## config.mk

```make
export PLATFORM = sky130hd
export DESIGN_NAME = updown_cnt_sched
export DESIGN_NICKNAME = d
export VERILOG_FILES = /design/src/rtl/udsched_pkg.sv /design/src/rtl/udsched_rr_pick.sv /design/src/rtl/updown_cnt_sched.sv
export SDC_FILE = /design/constraint.sdc
export NUM_CORES = 1
export LEC_CHECK = 0
export ABC_AREA = 1
export CAP_MARGIN = 0
export CORE_MARGIN = 5
export CORE_UTILIZATION = 43
export CTS_CLUSTER_SIZE = 10
export DETAILED_ROUTE_END_ITERATION = 10
export PLACE_DENSITY = 0.8
export SLEW_MARGIN = 20
export SYNTH_ARGS = -nofsm -noshare
export SYNTH_HDL_FRONTEND = slang
export SYNTH_SLANG_ARGS = --single-unit
```

## constraint.sdc

```tcl
create_clock -name clock -period 2.6 [get_ports clock]
set_input_delay 0.52 -clock clock [delete_from_list [all_inputs] [get_ports clock]]
set_output_delay 0.52 -clock clock [all_outputs]
set_load 0.01 [all_outputs]
```

## src/rtl/udsched_pkg.sv

```systemverilog
// udsched_pkg: shared definitions for the up/down counter job scheduler.
//   state_t  - scheduler FSM encoding (IDLE / RUN / DONE)
//   id_width - width of a requester id for a given requester count
package udsched_pkg;

  typedef enum logic [1:0] {
    IDLE = 2'd0,
    RUN  = 2'd1,
    DONE = 2'd2
  } state_t;

  // A single requester still needs one id bit so ports never collapse to zero width.
  function automatic int unsigned id_width(input int unsigned nreq);
    return (nreq > 1) ? $clog2(nreq) : 1;
  endfunction

endpackage

```

## src/rtl/udsched_rr_pick.sv

```systemverilog
// udsched_rr_pick: combinational round-robin picker.
// Searches req starting at last_grant+1 and wrapping modulo NREQ; the first
// set bit wins.
//   req        in   NREQ  request vector
//   last_grant in   IDW   index granted most recently
//   any        out  1     at least one request is set
//   winner     out  IDW   index of the winning request (0 when any = 0)
module udsched_rr_pick
  import udsched_pkg::*;
#(
  parameter int unsigned NREQ = 4,
  parameter int unsigned IDW  = id_width(NREQ)
) (
  input  logic [NREQ-1:0] req,
  input  logic [IDW-1:0]  last_grant,
  output logic            any,
  output logic [IDW-1:0]  winner
);

  localparam logic [IDW:0] NREQ_W = (IDW+1)'(NREQ);

  // One extra bit so last_grant + offset cannot overflow before the modulo fold.
  logic [IDW:0] cand;

  always_comb begin
    any    = 1'b0;
    winner = '0;
    cand   = '0;
    for (int unsigned i = 1; i <= NREQ; i++) begin
      cand = {1'b0, last_grant} + (IDW+1)'(i);
      if (cand >= NREQ_W) begin
        cand = cand - NREQ_W;
      end
      if (!any && req[cand[IDW-1:0]]) begin
        any    = 1'b1;
        winner = cand[IDW-1:0];
      end
    end
  end

endmodule

```

## src/rtl/updown_cnt_sched.sv

```systemverilog
// updown_cnt_sched: round-robin scheduler sharing one up/down counter among
// NREQ requesters. A job (direction + step count) is accepted in IDLE, the
// counter is enabled for exactly that many clocks, then a one-cycle done pulse
// reports the owner id and the resulting counter value.
//
// Ports:
//   clock, reset              rising-edge clock; asynchronous active-low reset
//   req_valid/req_up          per-requester job valid and direction (1 = up)
//   req_steps                 per-requester step count, requester i at [i*STEPW +: STEPW]
//   req_ready                 one-hot accept strobe (combinational, IDLE only)
//   cnt_en, cnt_up            drive the shared counter's enable and direction
//   cnt_value                 current shared counter value
//   busy                      job in progress (RUN or DONE)
//   grant_id                  id of the job currently owned
//   done, done_id, done_value completion pulse, owner id, sampled counter value
//
// Build option UDSCHED_ABORT_EN adds input abort (ends a running job early,
// cnt_en forced low in the abort cycle) and output done_aborted.
module updown_cnt_sched
  import udsched_pkg::*;
#(
  parameter int unsigned NREQ  = 4,
  parameter int unsigned STEPW = 4,
  parameter int unsigned CNTW  = 4
) (
  input  logic                      clock,
  input  logic                      reset,
  input  logic [NREQ-1:0]           req_valid,
  input  logic [NREQ-1:0]           req_up,
  input  logic [NREQ*STEPW-1:0]     req_steps,
  output logic [NREQ-1:0]           req_ready,
  output logic                      cnt_en,
  output logic                      cnt_up,
  input  logic [CNTW-1:0]           cnt_value,
  output logic                      busy,
  output logic [id_width(NREQ)-1:0] grant_id,
  output logic                      done,
  output logic [id_width(NREQ)-1:0] done_id,
  output logic [CNTW-1:0]           done_value
`ifdef UDSCHED_ABORT_EN
  ,
  input  logic                      abort,
  output logic                      done_aborted
`endif
);

  localparam int unsigned IDW = id_width(NREQ);

  state_t           state, state_nxt;
  logic             up_q;
  logic [STEPW-1:0] rem_q;
  logic [IDW-1:0]   last_grant;

  logic             pick_any;
  logic [IDW-1:0]   pick_id;
  logic             sel_up;
  logic [STEPW-1:0] sel_steps;
  logic             accept;
  logic             abort_run;

  udsched_rr_pick #(
    .NREQ (NREQ),
    .IDW  (IDW)
  ) u_pick (
    .req        (req_valid),
    .last_grant (last_grant),
    .any        (pick_any),
    .winner     (pick_id)
  );

  // Select the winning requester's job fields.
  always_comb begin
    sel_up    = 1'b0;
    sel_steps = '0;
    for (int unsigned i = 0; i < NREQ; i++) begin
      if (pick_id == IDW'(i)) begin
        sel_up    = req_up[i];
        sel_steps = req_steps[i*STEPW +: STEPW];
      end
    end
  end

`ifdef UDSCHED_ABORT_EN
  logic aborted_q;

  always_comb begin
    abort_run    = (state == RUN) && abort;
    done_aborted = (state == DONE) && aborted_q;
  end

  always_ff @(posedge clock or negedge reset) begin
    if (!reset) begin
      aborted_q <= 1'b0;
    end else if (accept) begin
      aborted_q <= 1'b0;
    end else if (abort_run) begin
      aborted_q <= 1'b1;
    end
  end
`else
  always_comb begin
    abort_run = 1'b0;
  end
`endif

  always_comb begin
    state_nxt  = state;
    accept     = 1'b0;
    req_ready  = '0;
    cnt_en     = 1'b0;
    cnt_up     = 1'b0;
    busy       = 1'b0;
    done       = 1'b0;
    done_id    = '0;
    done_value = '0;
    unique case (state)
      IDLE: begin
        // Gating on reset keeps req_ready at 0 while reset is held.
        if (pick_any && reset) begin
          accept             = 1'b1;
          req_ready[pick_id] = 1'b1;
          state_nxt          = (sel_steps != '0) ? RUN : DONE;
        end
      end
      RUN: begin
        busy   = 1'b1;
        cnt_up = up_q;
        cnt_en = !abort_run;
        // Leaving when one step remains gives exactly 'steps' enabled cycles.
        if (abort_run || rem_q == STEPW'(1)) begin
          state_nxt = DONE;
        end
      end
      DONE: begin
        busy       = 1'b1;
        cnt_up     = up_q;
        done       = 1'b1;
        done_id    = grant_id;
        done_value = cnt_value;
        state_nxt  = IDLE;
      end
      default: begin
        state_nxt = IDLE;
      end
    endcase
  end

  always_ff @(posedge clock or negedge reset) begin
    if (!reset) begin
      state      <= IDLE;
      up_q       <= 1'b0;
      rem_q      <= '0;
      grant_id   <= '0;
      last_grant <= IDW'(NREQ - 1);
    end else begin
      state <= state_nxt;
      if (accept) begin
        up_q       <= sel_up;
        rem_q      <= sel_steps;
        grant_id   <= pick_id;
        last_grant <= pick_id;
      end else if (state == RUN) begin
        rem_q <= rem_q - STEPW'(1);
      end
    end
  end

endmodule

```

# After elaboration in Yosys (flattened, before gate mapping)
# Index checks and enable logic that the tools add are counted.
# Widths: inputs -> output; s select.
dict set report word_totals {
  wordCells 92
  output_inout_bits 16
  register_bits 11
  input_bits 30
}
dict set report op_classes {
  eq_ne 8
  add_sub_neg 9
  reduce_logical 14
  mux 46
  order_cmp 10
}
# op n
set ops {}
lappend ops {{$mux 4} 9}
lappend ops {{$mux 2} 12}
lappend ops {{$mux 1} 19}
lappend ops {{$lt 2x3->1 const B} 5}
lappend ops {{$ge 3x3->1 const B} 4}
lappend ops {{$bmux 1 s2} 4}
lappend ops {{$sub 2x1->2 const B} 4}
lappend ops {{$add 2x2->3 const B} 2}
lappend ops {{$eq 2x2->1 const B} 3}
lappend ops {{$logic_and 1x1->1} 5}
lappend ops {{$eq 2x1->1 const B} 2}
lappend ops {{$eq 4x1->1 const B} 1}
lappend ops {{$logic_not 2->1} 2}
lappend ops {{$ne 2x2->1 const B} 2}
lappend ops {{$pmux 2 s2} 1}
lappend ops {{$reduce_bool 4->1} 1}
lappend ops {{$sub 4x1->4 const B} 1}
lappend ops {{$add 2x1->3 const B} 1}
lappend ops {{$add 2x3->3 const B} 1}
lappend ops {{$logic_not 1->1} 3}
lappend ops {{$demux 1 s2} 1}
lappend ops {{$ge 2x1->1 const B} 1}
lappend ops {{$reduce_and 2->1} 1}
lappend ops {{$reduce_bool 2->1} 1}
lappend ops {{$reduce_or 2->1} 1}

# Logic depth before layout (Yosys ltp)
# Gate-level depths: netlist (run 1).
dict set report depth {
  depth_word 24
  mapped_depth 17
  mapped_depth_nobuf 16
}

# Cells and area by module
# From an unflattened synthesis (run 1), not the netlist that was laid out.
dict set report hier_totals {
  cells_unflattened 166
  area_unflattened_um2 1082.3
}
# mod cells_per_inst instances area_each_um2
set modules_own_cells {}
lappend modules_own_cells {updown_cnt_sched 117 1 792.0}
lappend modules_own_cells {udsched_rr_pick 49 1 290.3}

# Worst setup path after synthesis (run 1)
# No wires, ideal clock.
dict set report synth_timing {
  path_type {reg-to-output}
  start {register last_grant[0]}
  end {output port req_ready[1]}
  path_buffers 2
  path_stages_with_launch 13
  arrival_time_ns 1.681
  setup_slack_ns 0.399
  required_time_ns 2.080
  cell_sequence {dfstp_2 buf_6 inv_8 nand2_1 nand2_2 nand2_4 nand2_4 nor2_4 nand3_2 nand2_2 nand2_4 buf_6 nor3_1}
}
dict set report synth_via {
  elab_chain_cells 21
  elab_cells_between_ends 46
  classes_between {add/sub (8); order compare (6); mux (24); reduce/logical (8)}
}
# element line_no
set synth_lines {}
lappend synth_lines {{start, declared} updown_cnt_sched.sv:52} ;# logic [IDW-1:0] last_grant;
lappend synth_lines {{start signal, assigned} updown_cnt_sched.sv:154} ;# last_grant <= IDW'(NREQ - 1);
lappend synth_lines {{start signal, assigned} updown_cnt_sched.sv:161} ;# last_grant <= pick_id;
lappend synth_lines {{$add 2x1->3} udsched_rr_pick.sv:30} ;# cand = {1'b0, last_grant} + (IDW+1)'(i);
lappend synth_lines {{$ge 3x3->1 or $sub 2x1->2 (tied branches)} {udsched_rr_pick.sv:31, udsched_rr_pick.sv:32}}
lappend synth_lines {{$mux 2} udsched_rr_pick.sv:31} ;# if (cand >= NREQ_W) begin
lappend synth_lines {{$bmux 1 s2} udsched_rr_pick.sv:34} ;# if (!any && req[cand[IDW-1:0]]) begin
lappend synth_lines {{$mux 1 (implied by the code)} udsched_rr_pick.sv:34}
lappend synth_lines {{$mux 1} udsched_rr_pick.sv:34}
lappend synth_lines {{$logic_not 1->1} udsched_rr_pick.sv:34}
lappend synth_lines {{$logic_and 1x1->1} udsched_rr_pick.sv:34}
lappend synth_lines {{(+5 left out)} --}
lappend synth_lines {{$logic_and 1x1->1} udsched_rr_pick.sv:34}
lappend synth_lines {{$mux 2} udsched_rr_pick.sv:34}
lappend synth_lines {{$lt 2x3->1 (implied by the code) or $ge 2x1->1 (tied branches)} updown_cnt_sched.sv:121} ;# req_ready[pick_id] = 1'b1;
lappend synth_lines {{$logic_and 1x1->1 (implied by the code)} updown_cnt_sched.sv:121}
lappend synth_lines {{$mux 1 (implied by the code)} updown_cnt_sched.sv:121}
lappend synth_lines {{$demux 1 s2} updown_cnt_sched.sv:121}
lappend synth_lines {{$mux 4 *} updown_cnt_sched.sv:119} ;# if (pick_any && reset) begin
lappend synth_lines {{$mux 4 *} updown_cnt_sched.sv:116} ;# unique case (state)
lappend synth_lines {{end, declared} updown_cnt_sched.sv:31} ;# output logic [NREQ-1:0] req_ready,
# Every way passes the cells marked *; elsewhere a longest branch is shown, timed or not. The select of a mux whose other input is x is not followed.

# Worst setup path in the final report (run 1)
# Ends and elaborated chain as after synthesis.

==> impl_metrics.json, run 1 <==
{
  "max-vdd-ir-drop_mv": 1.28,
  "maxCapViolations": 0,
  "p_per_area_mw_per_mm2": 1510,
  "seqPwrFrac_pct": 12.8,
  "cts_root_buf": "clkbuf_4",
  "period_share_pct": 102,
  "cpMostUsedCell": "nand2_4",
  "cts_tree": "yes",
  "asyncSetResetFlopFracSynth_pct": 100,
  "initial_core_util_pct": 45.8,
  "setup-tns-final_ps": -135,
  "pwr-share-clk_pct": 3.9,
  "status": "finished with violations",
  "port_buffers": 45,
  "drt_wl_total_um": 3560,
  "antenna_found_initial": 0,
  "crit_path_max_fanout": 8,
  "violations": "negative setup slack",
  "setup_slack_ps": -45.6,
  "postRouteAntennaNets": 0,
  "clk_pin_slew_ps": 70,
  "synth_nets": 209,
  "layout-drive-gt1-share_pct": 34.0,
  "hold_viol_final": 0,
  "internal-power_mw": 1.42,
  "crit_arrival_ps": 2130,
  "worstPathRequired_ps": 2080,
  "area_delta_synth_final_pct": 65.1,
  "vias_per_cell": 5.04,
  "p_leak_nw": 0.961,
  "clkSinkCount": 11,
  "ys_top_cells_by_count": "55 x nand2_1, 21 x inv_1, 17 x nand3_1",
  "synth_warnings": 0,
  "slew_headroom_pct": 80.4,
  "dieHeight_um": 61.8,
  "setup_viol": 4,
  "slowest_delay_ps": 690,
  "totalPowerFinal_mw": 2.88,
  "synth.distinct_cells": 29,
  "tightest_slew_ps": 294,
  "cp-end-kind": "output port",
  "synth-edff-count": 0,
  "rows": 18,
  "io_pins": 46,
  "vias": 1381,
  "postSynthCellCount": 174,
  "worst-path-buf-inv": 4,
  "p_sw_mw": 1.46,
  "instances_no_fill": 274,
  "path_cells": "inv_8 -> nand2_4 -> nand2_4 -> nand2_4 -> nand2_4 -> nor2_4 -> nand2_2 -> o21ai_2 -> nor2_2 -> buf_4 -> inv_2 -> nor3_2 -> buf_2",
  "track_usage_pct": 19.6,
  "fin_skew_ps": 2.70,
  "cts_made_buffers": 3,
  "fp.dieW_um": 61.8,
  "gp_congestion": 0.729,
  "report.final.slew_viol_count": 0,
  "ys.flop_type": "dfrtp_1",
  "insertedDiodeCount": 0,
  "dpl.hpwl_um": 2820,
  "htreeDepth": 1,
  "core_mm2": 0.00252,
  "fin_util_pct": 75.6,
  "dp.cells": 264,
  "synth_top_area_share_pct": 19.5,
  "final_area_mm2": 0.00191,
  "rsz0062_at_grt": "true",
  "drc": 0,
  "synth_most_common_cell": "nand2_1",
  "cp-start-kind": "flip-flop",
  "drt_first_pass_iters": 4,
  "clock.fmax_mhz": 378,
  "post_drt_wl_per_cell_um": 13.0,
  "critPathSlowestCell": "dfstp_2",
  "fin_nets": 280,
  "switching_share_pct": 50.7,
  "synth_area_per_cell_um2": 6.64,
  "synth_seq_cells": 11,
  "yosysSeqAreaShare_pct": 24.1,
  "critical-path-top-delay-family": "flip-flops",
  "overflow": 0,
  "cts.path.max_buffers": 2,
  "p_comb_share_pct": 83.3,
  "insertion_delay_ps": 260,
  "crit_type": "flip-flop to output port",
  "yosys.area.top_type": "dfrtp_1",
  "synth.area.top_cells": "dfrtp_1 20%, nand2_1 18%, nand3_1 7.4%",
  "drt_iter0_drc": 58,
  "synth_area_mm2": 0.00115,
  "finalCriticalPeriod_ps": 2650,
  "grt_pass1_vias": 1363,
  "place_area_mm2": 0.00176,
  "fin_hold_ws_ps": 506,
  "grt_pass1_wl_um": 5710,
  "pre_cts_slack_ps": -569,
  "grt_max_degree": 13,
  "hold_class": "flip-flop to flip-flop",
  "die_area_mm2": 0.00382
}
==> state kept, by name (all words and copies together) (netlist names) <==
name,cells
up_q,1
state,2
last_grant,2
grant_id,2
rem_q,4
==> repair_timing <==
| action | in CTS | in global routing |
|---|---|---|
| buffers inserted | 5 | 1 |
| pin swaps | 11 | 10 |
| hold buffers | 0 | 0 |
| gates cloned | 0 | 0 |
| setup endpoints to repair | 4 | 6 |
| hold endpoints to repair | 0 | 0 |
| resized for setup | 44 | 8 |
==> path summary, 6_finish.rpt <==
kind | from | depth (start not counted) | slack [ps] | endpoint
max reg2reg | last_grant[0] | 18 | 120 | state[0]
min in group asynchronous | reset | 2 | 650 | state[1]
min reg2reg | grant_id[0] | 2 | 510 | grant_id[0]
min | grant_id[0] | 2 | 510 | grant_id[0]
max in group asynchronous | reset | 2 | 1730 | last_grant[0]
max | last_grant[0] | 13 | -50 | req_ready[1]
==> worst min-delay path: stages (launching register included) <==
cell and delay [ps]:
dfrtp_1 370, nand2_1 60, nand2_1 50
==> per-layer routing <==
metal | routed length, µm | track usage (%)
met5 | 0 | 0
met4 | 60 | 5.15
met3 | 245 | 1.86
met2 | 1810 | 36.0
met1 | 1450 | 24.2
==> logic make-up after synthesis <==
logic type	synth area share, %
compound gates	6.39
flops	24.1
simple gates	50.1
fa+ha+maj	5.42
xor+xnor	2.28
buf+inv	11.8
==> layout make-up <==
class | instances | area (µm²)
flip-flops and latches | 11 | 278
well taps | 30 | 37.5
inverters | 25 | 101
fillers | 197 | 616
clock buffers | 4 | 26.3
repair buffers | 71 | 628
multi-input cells | 133 | 836
==> cell usage in the layout, fill, tap and decap left out, types with 3 or more instances in the layout <==
cell type and count:
nand3_1 17, buf_4 24, nand2_4 14, nand2_2 13
inv_2 4, nand2_1 42, nor2_1 7, buf_2 4
inv_1 20, nand4_1 5, dfrtp_1 9, clkdlybuf4s50_1 37
clkbuf_4 3, ha_1 5, o21ai_0 7, nor2_2 5
dlygate4sd2_1 4
==> power by group through the flow <==
stage	clock network (mW)	logic (mW)	registers, mW
after floorplan	0	1.36	0.328
after global routing	0.121	2.63	0.381
final	0.112	2.39	0.369
after global placement	0	2.00	0.352
after detailed placement	0	2.08	0.358
after CTS	0.113	2.29	0.367
Note: power is estimated with default switching activity, not from simulation.
==> run 2: changes to the inputs <==
--- a/config.mk
+++ b/config.mk
@@ -13,5 +13,5 @@
 export DETAILED_ROUTE_END_ITERATION = 10
 export PLACE_DENSITY = 0.8
-export SLEW_MARGIN = 20
+export SLEW_MARGIN = 15
 export SYNTH_ARGS = -nofsm -noshare
 export SYNTH_HDL_FRONTEND = slang
==> constraint.sdc (replaced) <==
create_clock -name clock -period 2.6 [get_ports clock]
set_input_delay 0.26 -clock clock [delete_from_list [all_inputs] [get_ports clock]]
set_output_delay 0.26 -clock clock [all_outputs]
set_load 0.01 [all_outputs]
==> run 2 against run 1 <==
  * The flow now finishes without violations
  * Clock skew about the same
  * Core utilization decreased by 7.9 points
  * Flip-flop and latch count unchanged
  * Clock power about the same
  * Wire length decreased by 19%
  * Die area unchanged
  * Critical path type unchanged
==> impl_metrics.json, run 2 (synthesis gave the netlist of run 1 again) <==
{
  "cts_root_buf": "clkbuf_4",
  "rows": 18,
  "fin_util_pct": 67.7,
  "worstPathRequired_ps": 2340,
  "grt_max_degree": 13,
  "hold_class": "input port to async pin",
  "antenna_found_initial": 0,
  "critPathLaunch": "last_grant[0]",
  "worst-path-buf-inv": 2,
  "largest_register_ffs": 4,
  "hold_viol_final": 0,
  "cpMostUsedCell": "nand2_1",
  "period_share_pct": 92.8,
  "layout-drive-gt1-share_pct": 20.3,
  "max-vdd-ir-drop_mv": 0.890,
  "totalPowerFinal_mw": 2.35,
  "status": "completed",
  "path_cells": "nand2_1 -> nand2_2 -> nand2_1 -> nand2_2 -> nor2_4 -> nand2_1 -> o21ai_2 -> nor2_2 -> inv_1 -> nor3_1 -> clkdlybuf4s15_1",
  "vias_per_cell": 4.81,
  "vias": 1237,
  "cp-end-kind": "output port",
  "pre_cts_slack_ps": -47.8,
  "insertedDiodeCount": 0,
  "postRouteAntennaNets": 0,
  "r2r_cells": 16,
  "slowest_delay_ps": 650,
  "place_area_mm2": 0.00168,
  "r2r_slack_ps": 330,
  "setup_slack_ps": 188,
  "setup-tns-final_ps": 0,
  "crit_path_max_fanout": 8,
  "r2r_start": "last_grant[0]",
  "core_mm2": 0.00252,
  "drt_first_pass_iters": 4,
  "slew_headroom_pct": 81.7,
  "critical-path-top-delay-family": "simple AND/OR/NAND/NOR gates",
  "fill_cells": 225,
  "crit_type": "flip-flop to output port",
  "overflow": 0,
  "port_buffers": 45,
  "drt_iter0_drc": 27,
  "dieHeight_um": 61.8,
  "maxCapViolations": 0,
  "instances_no_fill": 257,
  "drc": 0,
  "dp.cells": 253,
  "grt_pass1_wl_um": 5180,
  "setup_viol": 0,
  "use_met2_pct": 30.8,
  "met3_usage_pct": 1.86,
  "cts.path.max_buffers": 2,
  "fp.dieW_um": 61.8,
  "critPathSlowestCell": "dfstp_2",
  "area_delta_synth_final_pct": 47.8,
  "p_per_area_mw_per_mm2": 1370,
  "final_common_cell": "nand2_1",
  "cts_tree": "yes",
  "finalCriticalPeriod_ps": 2410,
  "regArea_um2": 278,
  "multiInputGateArea_um2": 749,
  "gp_congestion": 0.753,
  "p_leak_nw": 0.845,
  "clock.fmax_mhz": 415,
  "hold_buffers": 0,
  "fin_nets": 263,
  "cts_setup_buffers": 0,
  "regMostFlops": "rem_q",
  "die_area_mm2": 0.00382,
  "io_pins": 46,
  "clkSinkCount": 11,
  "track_usage_pct": 17.5,
  "fin_hold_ws_ps": 396,
  "initial_core_util_pct": 45.8,
  "post_drt_wl_per_cell_um": 11.2,
  "tightest_slew_ps": 275,
  "rsz0062_at_grt": "false",
  "insertion_delay_ps": 270,
  "report.final.slew_viol_count": 0,
  "htreeDepth": 1,
  "fin_skew_ps": 2.83,
  "top_usage_layer": "met2",
  "r2r_end": "state[0]",
  "dpl.hpwl_um": 2540,
  "drt_wl_total_um": 2870,
  "clk_pin_slew_ps": 70,
  "grt_pass1_vias": 1293,
  "final_area_mm2": 0.00171,
  "cp-start-kind": "flip-flop",
  "final_cell_mix": "54 x nand2_1, 41 x clkdlybuf4s50_1, 21 x inv_1, 17 x nand3_1",
  "grt_use_met1_pct": 21.9,
  "cts_made_buffers": 3,
  "crit_arrival_ps": 2150
}
-- run 2: cell types whose count changed in the layout (fill, tap and decap cells not counted), moves of 3 or more --
cell	change
nand2_1	+12
clkdlybuf4s15_1	+3
buf_2	-4
nand2_2	-5
buf_4	-15
nand2_4	-7
clkdlybuf4s50_1	+4
dlygate4sd2_1	-4
-- run 2: repair_timing --
action | CTS | global route
resized for setup | 4 | 9
setup endpoints to repair | 4 | 4
gates cloned | 0 | 0
pin swaps | 0 | 0
-- run 2: layout make-up --
type / instances / share of cell area (%)
clock buffer: 3 / 1.32
inverter: 25 / 5.94
timing repair buffer: 54 / 30.1
tap: 30 / 2.20
multi-input combinational: 133 / 43.9
sequential: 11 / 16.3
clock inverter: 1 / 0.293
-- run 2: power by group --
part | switching, mW | leakage (nW) | internal [mW] | total (mW)
clock | 0.0576 | 0.0177 | 0.0570 | 0.115
combinational | 1.09 | 0.695 | 0.783 | 1.87
sequential | 0.0863 | 0.132 | 0.273 | 0.359
-- run 2: how the worst max path moves through the flow --
stage                              end  slack (ps)  cells past startpoint
after global routing      req_ready[1]           2                     11
after CTS                 req_ready[0]          60                     12
final                     req_ready[1]         190                     11
after floorplan               state[0]         620                     17
after global placement    req_ready[1]          40                     12
after detailed placement  req_ready[1]         -50                     12
-- run 2: routing by layer --
layer / vias to the layer above / share of wire (%)
met1: 539 / 43
li1: 657 / -
met4: 0 / 1.5
met5: - / 0
met2: 37 / 48
met3: 4 / 6.9
==> run 3: changes to the inputs <==
Settings changed: TNS_END_PERCENT from default to 30.
==> run 3 against run 2 <==
  * Global-route usage stayed put
  * Critical endpoint is now req_ready[2]
  * Design area hardly changed
  * Critical path type unchanged
  * Maximum frequency about the same
  * Worst hold slack hardly changed
  * Clock skew shrank 1.3 ps
==> impl_metrics.json, run 3 (synthesis gave the netlist of run 1 again) <==
{
  "cts.path.max_buffers": 2,
  "tightest_slew_ps": 275,
  "p_sw_mw": 1.23,
  "drc": 0,
  "cp-start-kind": "flip-flop",
  "crit_path_max_fanout": 10,
  "insertion_delay_ps": 270,
  "rsz0062_at_grt": "true",
  "gp_congestion": 0.753,
  "crit_arrival_ps": 2150,
  "finalCriticalPeriod_ps": 2410,
  "hold_buffers": 0,
  "grt_pass1_wl_um": 5180,
  "grt_pass1_vias": 1293,
  "hold_class": "input port to async pin",
  "internal-power_mw": 1.11,
  "dieHeight_um": 61.8,
  "die_area_mm2": 0.00382,
  "setup_slack_ps": 187,
  "crit_type": "flip-flop to output port",
  "setup-tns-final_ps": 0,
  "r2r_cells": 16,
  "p_comb_share_pct": 79.8,
  "grt_max_degree": 13,
  "seqPwrFrac_pct": 15.3,
  "period_share_pct": 92.8,
  "postRouteAntennaNets": 0,
  "dpl.hpwl_um": 2540,
  "clock.fmax_mhz": 414,
  "vias_per_cell": 4.82,
  "r2r_slack_ps": 320,
  "cts_root_buf": "clkbuf_4",
  "fin_nets": 263,
  "r2r_start": "last_grant[0]",
  "fin_skew_ps": 1.57,
  "core_mm2": 0.00252,
  "fp.dieW_um": 61.8,
  "io_pins": 46,
  "port_buffers": 45,
  "status": "completed",
  "pre_cts_slack_ps": -47.8,
  "largest_register_ffs": 4,
  "layout-drive-gt1-share_pct": 20.3,
  "pwr-share-clk_pct": 4.9,
  "p_leak_nw": 0.849,
  "initial_core_util_pct": 45.8,
  "cp-end-kind": "output port",
  "post_drt_wl_per_cell_um": 11.2,
  "maxCapViolations": 0,
  "clk_pin_slew_ps": 70,
  "final_common_cell": "nand2_1",
  "antenna_found_initial": 0,
  "cts_setup_buffers": 0,
  "final_cell_mix": "54 x nand2_1, 41 x clkdlybuf4s50_1, 21 x inv_1, 17 x nand3_1",
  "switching_share_pct": 52.6,
  "fill_cells": 224,
  "hold_viol_final": 0,
  "slew_headroom_pct": 81.7,
  "insertedDiodeCount": 0,
  "p_per_area_mw_per_mm2": 1380,
  "r2r_end": "state[0]",
  "drt_wl_total_um": 2870,
  "worstPathRequired_ps": 2340,
  "vias": 1240,
  "regMostFlops": "rem_q",
  "clkSinkCount": 11,
  "overflow": 0,
  "max-vdd-ir-drop_mv": 0.890,
  "track_usage_pct": 17.5,
  "setup_viol": 0,
  "totalPowerFinal_mw": 2.35,
  "htreeDepth": 1,
  "area_delta_synth_final_pct": 47.7,
  "cts_tree": "yes",
  "drt_first_pass_iters": 4,
  "cts_made_buffers": 3,
  "rows": 18,
  "drt_iter0_drc": 27,
  "report.final.slew_viol_count": 0
}
-- run 3: cell count changes in the layout (fill, tap and decap cells not counted), sizes merged --
cell,change
dlygate4sd2,+1
clkdlybuf4s15,-1
-- run 3: routing by layer --
metal / up-vias / part of all wire [%] / track usage [%]
met5: - / 0 / 0
met4: 0 / 1.5 / 6.67
met3: 4 / 7.1 / 1.86
met2: 39 / 48 / 30.8
met1: 540 / 43 / 21.9
li1: 657 / - / -
-- run 3: worst max path at each step --
stage	startpoint	to	slack [ps]
6_report	last_grant[0]	req_ready[2]	190
5_1_grt	last_grant[0]	req_ready[2]	-10
4_1_cts	last_grant[0]	req_ready[0]	60
3_5_place_dp	req_valid[2]	req_ready[1]	-50
3_3_place_gp	req_valid[2]	req_ready[1]	40
2_1_floorplan	last_grant[0]	state[0]	620
-- run 3: worst max-delay path, cell delays in order, from the launching register on --
cell and delay, ps:
dfstp_2 650, inv_8 70, nand2_4 60, nand2_2 50
nand2_1 100, nand2_2 80, nor2_4 130, nand2_1 90
o21ai_2 150, nor2_2 70, nand2_1 100, nor2_1 60
dlygate4sd2_1 280
-- run 3: repair_timing --
action	CTS	global route
pin swaps	0	0
gates resized for setup	4	8
endpoints found under the setup margin	4	4
-- run 3: cell type report --
class | count | area, µm² | area share, %
clock inverter | 1 | 5.00 | 0.293
tap | 30 | 37.5 | 2.20
multi-input combinational | 133 | 749 | 43.9
timing repair buffer | 54 | 512 | 30.0
sequential | 11 | 278 | 16.3
inverter | 25 | 101 | 5.94
clock buffer | 3 | 22.5 | 1.32
-- run 3: through the flow --
stage	utilization, %	hold WS, ps	area, µm²	std cells
2_1_floorplan	-	-35.6	1150	174
3_3_place_gp	66.4	488	1680	253
3_5_place_dp	66.4	498	1680	253
4_1_cts	67.3	380	1700	257
5_1_grt	67.6	422	1710	257
6_report	67.6	395	1710	257
-- run 3: power groups by stage --
stage | Clock [mW] | Combinational (mW) | Sequential [mW]
floorplan | 0 | 1.36 | 0.328
CTS | 0.117 | 1.87 | 0.358
global placement | 0 | 1.83 | 0.354
finish | 0.115 | 1.87 | 0.359
detailed placement | 0 | 1.87 | 0.361
global route | 0.122 | 2.13 | 0.373
